==> src/rtl/mem_readback_unit.sv <==
// mem_readback_unit: walks MEM16x8 one entry at a time for display.
// Debounced next/prev buttons step a wrapping 4-bit address. Each step
// re-fetches the entry through a registered read of READ_LATENCY cycles.
//
// Handshake: value_valid high means value == MEM[value_addr] as captured at
// the end of the fetch. value_valid drops as soon as a new fetch starts and
// stays low until that fetch completes. busy is high exactly while a fetch is
// in progress. No ready/back-pressure exists; the display just samples.
module mem_readback_unit #(
  parameter int READ_LATENCY    = 1,
  parameter int DEBOUNCE_CYCLES = 50000,
  parameter int CNT_W           = 16
) (
  input  logic       clk,
  input  logic       rst,
  input  logic       enable,
  input  logic       btn_next,
  input  logic       btn_prev,
  input  logic [7:0] mem_data,
  output logic [3:0] mem_addr,
  output logic [7:0] value,
  output logic [3:0] value_addr,
  output logic       value_valid,
  output logic       busy
);

  typedef enum logic [1:0] {
    IDLE  = 2'd0,
    ISSUE = 2'd1,
    WAIT  = 2'd2,
    SHOW  = 2'd3
  } state_t;

  // Bit 0 is the next button, bit 1 the prev button.
  logic [1:0] raw;
  logic [1:0] press;

  assign raw = {btn_prev, btn_next};

  for (genvar g = 0; g < 2; g++) begin : g_btn
    logic             sync1;
    logic             sync2;
    logic             stable;
    logic             pulse;
    logic [CNT_W-1:0] cnt;

    // Two-flop synchronizer, then a counter that accepts a new level only
    // after it has persisted for DEBOUNCE_CYCLES consecutive cycles. The
    // press pulse fires on the same edge the stable level rises.
    always_ff @(posedge clk or posedge rst) begin
      if (rst) begin
        sync1  <= 1'b0;
        sync2  <= 1'b0;
        stable <= 1'b0;
        pulse  <= 1'b0;
        cnt    <= '0;
      end else begin
        sync1 <= raw[g];
        sync2 <= sync1;
        pulse <= 1'b0;
        if (sync2 == stable) begin
          cnt <= '0;
        end else if (cnt == CNT_W'(DEBOUNCE_CYCLES - 1)) begin
          stable <= sync2;
          pulse  <= sync2;
          cnt    <= '0;
        end else begin
          cnt <= cnt + 1'b1;
        end
      end
    end

    assign press[g] = pulse;
  end

  state_t     state_q, state_d;
  logic [3:0] cur_q, cur_d;
  logic [3:0] maddr_q, maddr_d;
  logic [7:0] val_q, val_d;
  logic [3:0] vaddr_q, vaddr_d;
  logic       vvalid_q, vvalid_d;
  logic [1:0] wcnt_q, wcnt_d;
  logic       en_d;
  logic       en_rise;

  assign en_rise = enable & ~en_d;

  // Remember last cycle's enable so a fresh grant is seen as a single edge.
  always_ff @(posedge clk or posedge rst) begin
    if (rst) en_d <= 1'b0;
    else     en_d <= enable;
  end

  // State and datapath registers.
  always_ff @(posedge clk or posedge rst) begin
    if (rst) begin
      state_q  <= IDLE;
      cur_q    <= '0;
      maddr_q  <= '0;
      val_q    <= '0;
      vaddr_q  <= '0;
      vvalid_q <= 1'b0;
      wcnt_q   <= '0;
    end else begin
      state_q  <= state_d;
      cur_q    <= cur_d;
      maddr_q  <= maddr_d;
      val_q    <= val_d;
      vaddr_q  <= vaddr_d;
      vvalid_q <= vvalid_d;
      wcnt_q   <= wcnt_d;
    end
  end

  // Next-state and datapath decisions. Losing enable wins over everything:
  // any fetch in flight is abandoned and the display is blanked.
  always_comb begin
    state_d  = state_q;
    cur_d    = cur_q;
    maddr_d  = maddr_q;
    val_d    = val_q;
    vaddr_d  = vaddr_q;
    vvalid_d = vvalid_q;
    wcnt_d   = wcnt_q;
    if (state_q != IDLE && !enable) begin
      state_d  = IDLE;
      vvalid_d = 1'b0;
      val_d    = '0;
      vaddr_d  = '0;
    end else begin
      case (state_q)
        IDLE: begin
          vvalid_d = 1'b0;
          if (en_rise) begin
            cur_d   = '0;
            maddr_d = '0;
            state_d = ISSUE;
          end
        end
        ISSUE: begin
          wcnt_d  = 2'(READ_LATENCY - 1);
          state_d = WAIT;
        end
        WAIT: begin
          if (wcnt_q == 2'd0) begin
            val_d    = mem_data;
            vaddr_d  = maddr_q;
            vvalid_d = 1'b1;
            state_d  = SHOW;
          end else begin
            wcnt_d = wcnt_q - 2'd1;
          end
        end
        SHOW: begin
          // Simultaneous next and prev cancel each other out.
          if (press[0] && !press[1]) begin
            cur_d    = cur_q + 4'd1;
            maddr_d  = cur_q + 4'd1;
            vvalid_d = 1'b0;
            state_d  = ISSUE;
          end else if (press[1] && !press[0]) begin
            cur_d    = cur_q - 4'd1;
            maddr_d  = cur_q - 4'd1;
            vvalid_d = 1'b0;
            state_d  = ISSUE;
          end
        end
        default: state_d = IDLE;
      endcase
    end
  end

  assign mem_addr    = maddr_q;
  assign value       = val_q;
  assign value_addr  = vaddr_q;
  assign value_valid = vvalid_q;
  assign busy        = (state_q == ISSUE) || (state_q == WAIT);

endmodule

==> config.mk <==
export PLATFORM = sky130hd
export DESIGN_NAME = mem_readback_unit
export DESIGN_NICKNAME = d
export VERILOG_FILES = /design/src/rtl/mem_readback_unit.sv
export SDC_FILE = /design/constraint.sdc
export NUM_CORES = 1
export LEC_CHECK = 0
export CAP_MARGIN = 10
export CORE_MARGIN = 2
export CORE_UTILIZATION = 30
export CTS_BUF_LIST = sky130_fd_sc_hd__clkbuf_4
export DETAILED_ROUTE_END_ITERATION = 16
export GPL_TIMING_DRIVEN = 0
export PLACE_DENSITY_LB_ADDON = 0.08
export SLEW_MARGIN = 10
export SYNTH_ARGS = -nofsm -noshare
export SYNTH_HDL_FRONTEND = slang
export SYNTH_SLANG_ARGS = --single-unit
==> constraint.sdc <==
create_clock -name clk -period 1.9 [get_ports clk]
set_input_delay 0.38 -clock clk [delete_from_list [all_inputs] [get_ports clk]]
set_output_delay 0.38 -clock clk [all_outputs]
set_load 0.01 [all_outputs]
* After elaboration in Yosys (flattened, before gate mapping)
Cells that the tools add are included.
** Word-level totals
- Bits in registers :: 62
- Word-level logic and storage cells :: 93
** Operators by class
- $add $sub $neg :: 5
- Eq/ne operators :: 13
- Muxes and demuxes :: 31
- Bitwise gates (word level) :: 5
- Reduce and logical (&&, ||, !) cells :: 22
** Operators by type and width (count)
- two-way mux 16 bit :: 4
- adder 16 x 1 -> 16 bit (second input constant) :: 2
- equality test 16 bit (second input constant) :: 2
- two-way mux 4 bit :: 6
- two-way mux 8 bit :: 3
- two-way mux 2 bit :: 6
- nonzero test 2 bit :: 5
- inequality test 3 bit (second input constant) :: 3
- AND reduction 3 bit :: 3
- two-way mux 1 bit :: 8
- one-hot mux 2 bit (4 select lines) :: 1
- one-hot mux 4 bit (2 select lines) :: 1
- AND reduction 2 bit :: 3
- adder 4 x 1 -> 4 bit (second input constant) :: 1
- equality test 2 bit (second input constant) :: 2
- logical NOT 2 bit :: 2
- inequality test 2 bit (second input constant) :: 2
- inequality test 4 bit (second input constant) :: 1
- inverter 1 bit :: 4
- one-hot mux 2 bit (2 select lines) :: 1
- AND reduction 4 bit :: 1
- nonzero test 4 bit :: 1
- subtractor 4 x 1 -> 4 bit (second input constant) :: 1
- logical AND 1 bit :: 3
- 7 further kinds :: 10

* Depth between registers and ports, before layout
Gate-level depths: netlist of the first run.
- Word-level depth :: 6
- Depth in mapped cells :: 8

* Least setup slack after synthesis of the first run
Ideal clock, no wire load.
- Kind :: reg2reg
- From :: reg state_q[0]
- To :: reg maddr_q[3], in the netlist mem_addr[3]
- Library setup time :: 136 ps
- Arrival :: 1674 ps
- Data required time :: 1764 ps
- Path slack :: 91 ps
- Stages on the path, launching flop included :: 8
- Clock period less this slack :: 1809 ps
- Cell sequence :: dfrtp_1 -> buf_2 -> inv_1 -> ha_1 -> a21oi_1 -> nand3_1 -> a221oi_1 -> o41ai_1
** Between the ends
- Longest elaborated chain between the ends :: 4
- Elaborated cells between the ends (all ways) :: 10
** RTL lines
- start, declared :: line 76 : state_t state_q, state_d;
- start signal, assigned :: line 105 : state_q <= state_d;
- parallel branches: the longest is 4 deep, another holds AND reduction 4 bit
- end signal, assigned :: line 107 : maddr_q <= maddr_d;
- end, declared :: line 78 : logic [3:0] maddr_q, maddr_d;
Parallel ways; which one is timed is not known.
A chain may end at the register's enable or synchronous reset.

* Worst setup path after layout of the first run
- From :: reg maddr_q[3], in the netlist mem_addr[3]
- To :: out mem_addr[3]
** RTL lines
- end, declared :: line 20 : output logic [3:0] mem_addr,
No word-level cell between the ends.

==> results_dict.tcl, run 1 <==
set metrics [dict create \
    status "complete, no violations" \
    route.detailed.wl_per_inst_um 12.6 \
    maxCapViolCount 0 \
    fp.dieH_um 106 \
    rows 37 \
    grt_overflow_total 0 \
    pre_cts_slack_ns -0.170 \
    r2r_start "state_q[1]" \
    grt_pass1_wl_um 11000 \
    slowest_delay_ns 0.58 \
    ys.flop_type "dfrtp_1" \
    hold_class "reg2reg" \
    initial_core_util 0.305 \
    slowest_stage "clkdlybuf4s50_1" \
    crit_path_end_kind "output pin" \
    clkLatencyLatePin_ns 0.40 \
    period_minus_slack_ns 1.82 \
    worst_r2r_endpoint "mem_addr[3]" \
    final_nets 380 \
    final_common_cell "dfrtp_1" \
    synth-seq-cells 62 \
    io_pins 31 \
    hold_end "g_btn[0].sync2" \
    maxClockFrequency_mhz 550 \
    wl_met1_um 3130 \
    min_path_cells 0 \
    finalWirelength_um 6250 \
    criticalPathCategory "reg2out" \
    yosysSeqAreaShare 0.499 \
    drt_first_pass_iters 4 \
    path_depth 1 \
    finish.utilization 0.378 \
    grt_max_degree 36 \
    syn-cell-area_mm2 0.00311 \
    r2r.worst_path.cells 6 \
    rsz0062_at_grt "true" \
    finalSetupViolations 0 \
    path_clk_slew_ns 0.10 \
    n_antenna_cell 0 \
    first_global_vias 2252 \
    cts_sinks 62 \
    wl_met3_um 211 \
    drt-initial-drc-count 93 \
    powerDensity_mw_per_mm2 1060 \
    synth_warnings 0 \
    crit_family "buffers and inverters" \
    drive_gt1_frac 0.153 \
    worst_pin_slew_ns 0.646 \
    fp.dieArea_mm2 0.0112 \
    cts_root_buffer "clkbuf_4" \
    viasPerCell 4.55 \
    grt_antenna_before_repair 0 \
    path_cells "clkdlybuf4s50_1" \
    synth_cell_types 47 \
    syn2layout_area_growth_pct 23.9 \
    min_from "g_btn[0].sync1" \
    setup_ws_ns 0.0805 \
    cts_tree "done" \
    slew_headroom 0.569 \
    cp.arrival_ns 1.44 \
    period_share 0.958 \
    place_congestion 0.739 \
    htreeDepth 3 \
    r2r_slack_ns 0.08 \
    dr_total_vias 2254 \
    power_uw 4080 \
    final_antenna_net_count 0 \
    wl_met2_um 2840 \
    startpoint_type "flip-flop" \
    hpwlAfterDp_um 4270 \
    ys_async_sr_fraction 1.00 \
    drc 0 \
    fin_worst_skew_ns 0.0166 \
    final_cell_mix "dfrtp_1, nor2_1, nand2_1" \
    synth_fp_nets 332 \
    hold_viol 0 \
    crit_fanout 6 \
    vdd.ir_drop.worst_uv 381 \
    cts_max_path_buffers 2 \
    critPathBufInv 1 \
    numCtsBuffers 9 \
    crit_required_ns 1.52 \
    fillCellCount 1034 \
    synth_edf_count 0 \
    grt.total_usage 0.123 \
    syn_area_per_cell_um2 10.1 \
    top_layer "met4" \
    leakage_uw 0.00156 \
    slew_violations 0 \
    synthCells 307 \
    hold_ws_ns 0.362 \
    io_buffer_count 30 \
    core_mm2 0.0102 \
    die_w_um 106 \
]
-- worst max-delay path by stage --
stage / from / to / slack, ns
2_1_floorplan: state_q[0] / mem_addr[3] / 0.09
3_3_place_gp: state_q[0] / mem_addr[3] / -0.15
3_5_place_dp: state_q[0] / mem_addr[3] / -0.17
4_1_cts: state_q[0] / busy / -0.01
5_1_grt: state_q[1] / mem_addr[3] / -0.05
6_report: mem_addr[3] / mem_addr[3] / 0.08
-- worst reg2reg max path: cells and delay by family (launching register included) --
family / cells / cell delay [ns]
AO/OA/AOI/OAI: 3 / 0.65
AND/OR/NAND/NOR: 1 / 0.20
flip-flops: 1 / 0.46
buffers and inverters: 1 / 0.14
adder cells (fa/ha/maj): 1 / 0.24
-- registers in the layout (all words and copies together), names as in the netlist, 4 cells and up --
name / flops
g_btn.cnt: 32
mem_addr: 4
value: 8
value_addr: 4
-- metal layers --
layer,global-route usage,vias to the layer above
met3,0.0328,6
met5,0,-
met2,0.192,34
li1,-,1149
met1,0.164,1065
met4,0.0479,0
-- per-stage QoR --
step | TNS (ns) | instances | cell area [um^2]
after detailed placement | -1.16 | 474 | 3600
after floorplan | 0 | 307 | 3110
after global placement | -5.41 | 473 | 3580
final | 0 | 495 | 3850
after CTS | -0.0125 | 490 | 3780
after global routing | -0.0653 | 495 | 3850
-- repair_timing --
item,in CTS,in global routing
hold buffers,0,0
pin swaps,0,1
setup buffers,1,5
setup endpoints to repair,14,13
resized for setup,13,8
-- cell families after synthesis --
logic type	Yosys count	synth area share
AOI/OAI and AO/OA	36	0.0745
xor gates and xnor gates	32	0.0902
adders and majority gates	12	0.0507
buffers and inverters	24	0.0330
DFF	62	0.499
muxes	3	0.0105
and+or+nand+nor	138	0.242
-- Yosys cell counts (2+ instances only) --
library cell / count / area [um^2]
nand4_2: 2 / 25.0
xnor2_1: 26 / 228
nand3_1: 13 / 65.1
and3_1: 3 / 18.8
a21oi_1: 5 / 25.0
and4bb_2: 2 / 25.0
dfrtp_1: 62 / 1550
buf_4: 2 / 15.0
o21ai_1: 10 / 50.1
o21ai_0: 4 / 20.0
mux2_1: 2 / 22.5
nor4_1: 2 / 12.5
nor2_1: 40 / 150
nor3_1: 9 / 45.0
a221o_1: 2 / 20.0
nor3b_1: 2 / 15.0
or2_1: 2 / 12.5
nand2b_1: 2 / 12.5
o31ai_1: 8 / 60.1
buf_2: 4 / 20.0
xor2_1: 6 / 52.6
nand4_1: 8 / 50.1
inv_1: 16 / 60.1
nor4bb_1: 2 / 20.0
a22o_1: 2 / 17.5
nor4_2: 5 / 62.6
and2_1: 3 / 18.8
ha_1: 11 / 138
nand2_1: 34 / 128
-- power by group --
part / internal, uW / total, uW / switching [uW]
sequential: 1500 / 1650 / 146
combinational: 775 / 1540 / 768
clock: 401 / 887 / 486
total: 2680 / 4080 / 1400
-- layout make-up --
class	count	area [um^2]	area share
Clock buffer	10	75.1	0.0195
Multi-Input combinational cell	221	1530	0.397
Buffer	7	45.0	0.0117
Clock inverter	5	51.3	0.0133
Timing Repair Buffer	37	360	0.0936
Tap cell	136	170	0.0442
Sequential cell	62	1550	0.403
Inverter	17	67.6	0.0176
(Power assumes the default switching activity.)
==> run 2: changes to the inputs <==
ABC_AREA = 1   (was unset)
CORE_MARGIN = 1   (was 2)
==> run 2 against run 1 <==
  * Die area down 0.48%
  * Worst setup slack improved by 0.00084 ns
  * Non-clock buffer count shrank 8
  * Worst hold slack worse by 0.0015 ns
  * Register-to-register slack better by 0.19 ns
  * Area after synthesis increased by 3.5%
  * Sequential share of layout area down 0.38 points
  * Combinational power barely moved
  * Largest cell class unchanged
  * Largest power group unchanged
==> results_dict.tcl, run 2 <==
set metrics [dict create \
    status "complete, no violations" \
    largest_reg_flops 32 \
    io_buffer_count 30 \
    synth_top_family_by_area "simple AND/OR/NAND/NOR gates" \
    final_cell_count_no_fill 576 \
    path_cells "inv_1, ha_4, dlygate4sd2_1" \
    synth_fa_ha_area_frac 0.0490 \
    htreeDepth 3 \
    drive_gt1_frac 0.0932 \
    final_common_cell "nand2_1" \
    clkLatencyLatePin_ns 0.40 \
    final_cell_area_mm2 0.00389 \
    route.detailed.wl_per_inst_um 11.4 \
    place_congestion 0.800 \
    core_mm2 0.0104 \
    cts_root_buffer "clkbuf_4" \
    final_nets 460 \
    synth_edf_count 0 \
    finalWirelength_um 6540 \
    synth_fp_nets 416 \
    crit_fanout 4 \
    worst_pin_slew_ns 0.740 \
    yosysSeqAreaShare 0.483 \
    crit_path_end_kind "output pin" \
    hold_class "reg2reg" \
    grt_antenna_before_repair 0 \
    slew_headroom 0.505 \
    yosys-top-cells-count "nand2_1, nor2_1, dfrtp_1, nand3_1, inv_1" \
    path_clk_slew_ns 0.10 \
    slowest_stage "dfrtp_2" \
    period_minus_slack_ns 1.82 \
    crit_required_ns 1.52 \
    cts_tree "done" \
    hpwlAfterDp_um 4770 \
    vdd.ir_drop.worst_uv 491 \
    period_share 0.957 \
    crit_family "flip-flops" \
    synth_cell_types 34 \
    rsz0062_at_grt "false" \
    power_uw 4200 \
    syn2layout_area_growth_pct 21.0 \
    synth_area_leaders "dfrtp_1, nand2_1, nor2_1, nand3_1, inv_1" \
    leakage_uw 0.00184 \
    top_register "g_btn.cnt" \
    maxClockFrequency_mhz 550 \
    first_global_vias 2500 \
    synthCells 391 \
    synth-xor-area-share 0.0537 \
    finalSetupViolations 0 \
    synth-seq-cells 62 \
    hold_viol 0 \
    fin_worst_skew_ns 0.00890 \
    dr_total_vias 2567 \
    syn_area_per_cell_um2 8.22 \
    fp.dieArea_mm2 0.0111 \
    cts_sinks 62 \
    powerDensity_mw_per_mm2 1080 \
    yosysTopAreaCellShare 0.483 \
    yosys.area_share.simple 0.305 \
    drt-initial-drc-count 132 \
    critPathBufInv 2 \
    maxCapViolCount 0 \
    cp.arrival_ns 1.44 \
    rows 37 \
    io_pins 31 \
    synth_compound_area_frac 0.0463 \
    fp.dieH_um 106 \
    viasPerCell 4.46 \
    grt_overflow_total 0 \
    grt_pass1_wl_um 11700 \
    syn-cell-area_mm2 0.00321 \
    final_antenna_net_count 0 \
    startpoint_type "flip-flop" \
    criticalPathCategory "reg2out" \
    place_inst 558 \
    final_cell_mix "nand2_1, nor2_1, dfrtp_1" \
    cts_max_path_buffers 2 \
    yosysTopAreaCell "dfrtp_1" \
    drc 0 \
    grt_max_degree 33 \
    slowest_delay_ns 0.42 \
    synth_most_common_cell "nand2_1" \
    drt_first_pass_iters 5 \
    initial_core_util 0.310 \
    synth_warnings 0 \
    die_w_um 106 \
    ys.flop_type "dfrtp_1" \
    grt.total_usage 0.134 \
    n_antenna_cell 0 \
    numCtsBuffers 9 \
    place_area_mm2 0.00371 \
    slew_violations 0 \
    muxShareOfSynthArea 0.00311 \
    ys_async_sr_fraction 1.00 \
]
==> run 2: cell count changes in the layout (fill, tap and decap cells not counted), sizes merged, moves of 5 or more <==
cell | previous run | this run
nand3 | 14 | 44
inv | 16 | 44
nor3 | 9 | 4
o31ai | 8 | 1
nor2 | 40 | 76
buf | 14 | 6
nand2 | 35 | 95
o21ai | 14 | 7
nand4 | 11 | 6
xor2 | 6 | 12
nor4 | 7 | 0
xnor2 | 26 | 6
==> run 2: area by class of cell <==
cell class	instances	area (um^2)
clock inverter	6	76.3
fill	1074	6480
timing repair buffer	33	334
sequential	62	1550
multi-input combinational	281	1480
buffer	3	23.8
tap	136	170
inverter	45	173
clock buffer	10	75.1
==> run 2: path summary, 6_finish.rpt <==
kind                           startpoint             end  slack, ns  cells past startpoint
setup / recovery               state_q[0]            busy       0.08                      3
hold / removal             g_btn[0].sync1  g_btn[0].sync2       0.36                      0
setup reg to reg           g_btn[1].pulse     mem_addr[3]       0.27                      9
hold reg to reg            g_btn[0].sync1  g_btn[0].sync2       0.36                      0
max in group asynchronous             rst      state_q[0]       0.86                      3
min in group asynchronous             rst        value[1]       0.43                      2
==> run 2: logic make-up after synthesis <==
family                     after synthesis
AOI/OAI and AO/OA                       23
adders and majority gates               12
DFF                                     62
muxes                                    1
buffers and inverters                   48
and+or+nand+nor                        227
xor gates and xnor gates                18
==> run 2: through the flow <==
stage	setup WS [ns]	util	TNS (ns)	hold slack [ns]
after floorplan	0.384	-	0	0.331
after global placement	-0.0459	0.356	-2.54	0.338
after detailed placement	0.0514	0.358	0	0.344
after CTS	0.0225	0.375	0	0.366
after global routing	0.0107	0.375	0	0.382
final	0.0814	0.375	0	0.360
==> run 2: worst register-to-register path: cells and delay by family (launching register included) <==
kind | cells | cell delay, ns
XOR/XNOR | 1 | 0.14
AND/OR/NAND/NOR | 3 | 0.19
buffers and inverters | 2 | 0.16
flip-flops | 1 | 0.39
adder cells (fa/ha/maj) | 2 | 0.55
AO/OA/AOI/OAI | 1 | 0.13
==> run 2: repair_timing <==
action,in CTS,in global routing
hold buffers,0,0
setup endpoints to repair,1,0
buffers inserted,2,0
resized for setup,4,0
==> run 2: power by group <==
| part | switching [uW] | leakage [uW] | internal (uW) |
|---|---|---|---|
| clock | 477 | 0.0000829 | 534 |
| combinational | 808 | 0.000931 | 732 |
| sequential | 125 | 0.000829 | 1530 |
| total | 1410 | 0.00184 | 2790 |
==> run 2: layer usage <==
metal	GRT usage	wire, um	vias to the layer above
met3	0.0346	331	12
met5	0	0	-
met2	0.200	2800	48
li1	-	-	1333
met1	0.179	3300	1174
met4	0.0675	116	0
==> run 3: changes to the inputs <==
PLACE_DENSITY_LB_ADDON = 0.12   (was 0.08)
==> run 3 against run 2 <==
  * Via count up 0.58%
  * Worst hold slack about the same
  * Sequential share of layout area up 0.25 points
  * First-iteration DRC count down 27%
==> results_dict.tcl, run 3 (same netlist as run 2, synthesis figures left out) <==
set metrics [dict create \
    syn2layout_area_growth_pct 20.4 \
    grt.total_usage 0.138 \
    crit_path_end_kind "output pin" \
    hpwlAfterDp_um 4810 \
    grt_overflow_total 0 \
    clkLatencyLatePin_ns 0.42 \
    final_common_cell "nand2_1" \
    slowest_delay_ns 0.57 \
    critPathCapture "mem_addr[3]" \
    drc 0 \
    top_register "g_btn.cnt" \
    rows 37 \
    htreeDepth 3 \
    r2r_slack_ns 0.22 \
    crit_family "buffers and inverters" \
    grt_max_degree 33 \
    criticalPathCategory "reg2out" \
    path_clk_slew_ns 0.11 \
    startpoint "mem_addr[3]" \
    numCtsBuffers 9 \
    critPathBufInv 1 \
    fp.dieArea_mm2 0.0111 \
    powerDensity_mw_per_mm2 1070 \
    r2r.worst_path.cells 9 \
    place_congestion 0.791 \
    crit_required_ns 1.52 \
    worst_r2r_endpoint "mem_addr[3]" \
    period_minus_slack_ns 1.79 \
    r2r_start "g_btn[1].pulse" \
    cts_root_buffer "clkbuf_4" \
    finish.utilization 0.373 \
    final_antenna_net_count 0 \
    final_cell_mix "nand2_1, nor2_1, dfrtp_1" \
    slew_headroom 0.514 \
    dr_total_vias 2582 \
    worst_pin_slew_ns 0.728 \
    n_antenna_cell 0 \
    initial_core_util 0.310 \
    fin_worst_skew_ns 0.00987 \
    hold_buffers 0 \
    core_mm2 0.0104 \
    fin_setup_tns_ns 0 \
    crit_fanout 4 \
    die_w_um 106 \
    hold_viol 0 \
    hold_class "reg2reg" \
    maxCapViolCount 0 \
    route.detailed.wl_per_inst_um 11.7 \
    largest_reg_flops 32 \
    setup_ws_ns 0.113 \
    startpoint_type "flip-flop" \
    slowest_stage "clkdlybuf4s50_1" \
    cts_tree "done" \
    drt_first_pass_iters 4 \
    place_inst 558 \
    cp.arrival_ns 1.41 \
    final_cell_count_no_fill 577 \
    maxClockFrequency_mhz 560 \
    vdd.ir_drop.worst_uv 474 \
    cts_max_path_buffers 2 \
    drt-initial-drc-count 96 \
    grt_pass1_wl_um 12100 \
    grt_antenna_before_repair 0 \
    io_buffer_count 30 \
    first_global_vias 2619 \
    path_depth 1 \
    rsz0062_at_grt "false" \
    viasPerCell 4.47 \
    cts_sinks 62 \
    fp.dieH_um 106 \
    leakage_uw 0.00184 \
    slew_violations 0 \
    finalSetupViolations 0 \
    path_cells "clkdlybuf4s50_1" \
    period_share 0.941 \
    final_nets 461 \
    status "complete, no violations" \
    drive_gt1_frac 0.109 \
    io_pins 31 \
    finalWirelength_um 6740 \
    pre_cts_slack_ns 0.0684 \
]
## run 3: cell types whose count changed in the layout (fill, tap and decap cells not counted), sizes merged
cell and delta:
buf +1, bufinv -1, clkbuf +1, clkinv +1
dlygate4sd2 -1
## run 3: worst min-delay path by stage
stage,endpoint,start,depth (start not counted),slack [ns]
global route,g_btn[1].sync1,btn_prev,1,0.37
floorplan,g_btn[0].sync2,g_btn[0].sync1,0,0.33
CTS,g_btn[0].sync1,btn_next,1,0.36
detailed placement,g_btn[0].sync2,g_btn[0].sync1,0,0.34
global placement,g_btn[0].sync2,g_btn[0].sync1,0,0.33
finish,g_btn[0].sync2,g_btn[0].sync1,0,0.36
## run 3: timing repair
action | in CTS | in global routing
hold endpoints to repair | 0 | 0
resized for setup | 3 | 5
pin swaps | 0 | 0
cloned | 0 | 0
endpoints found under the setup margin | 1 | 3
buffers inserted | 2 | 1
## run 3: cell type report
cell class	count	area [um^2]
repair buffers	34	338
flip-flops and latches	62	1560
well taps	136	170
clock inverters	6	62.6
fillers	1116	6500
inverters	45	173
clock buffers	10	75.1
plain buffers	3	23.8
multi-input cells	281	1470
## run 3: per-layer routing
layer,wire length (um),global-route usage,vias to the layer above,part of all wire
li1,-,-,1330,-
met2,3010,0.218,51,0.45
met1,3280,0.178,1189,0.49
met4,162,0.0744,0,0.024
met3,290,0.0266,12,0.043
met5,0,0,-,0
## run 3: where the power goes
group / internal [uW] / switching (uW)
clock: 414 / 512
sequential: 1530 / 127
combinational: 715 / 829
## run 3: per-stage QoR
stage / total power, uW / hold WS, ns / cell area [um^2]
global placement: 3170 / 0.335 / 3690
floorplan: 2610 / 0.331 / 3220
CTS: 4170 / 0.358 / 3860
finish: 4130 / 0.361 / 3870
global route: 4460 / 0.371 / 3870
detailed placement: 3200 / 0.339 / 3710
## run 3: worst register-to-register path, cell delays in order (launching register included)
cell and delay, ns:
dfrtp_1 0.39, inv_1 0.06, ha_1 0.23, inv_1 0.11, ha_1 0.33, a21oi_1 0.14
nand2_1 0.09, xor2_1 0.15, nand2_1 0.06, nand2_1 0.04
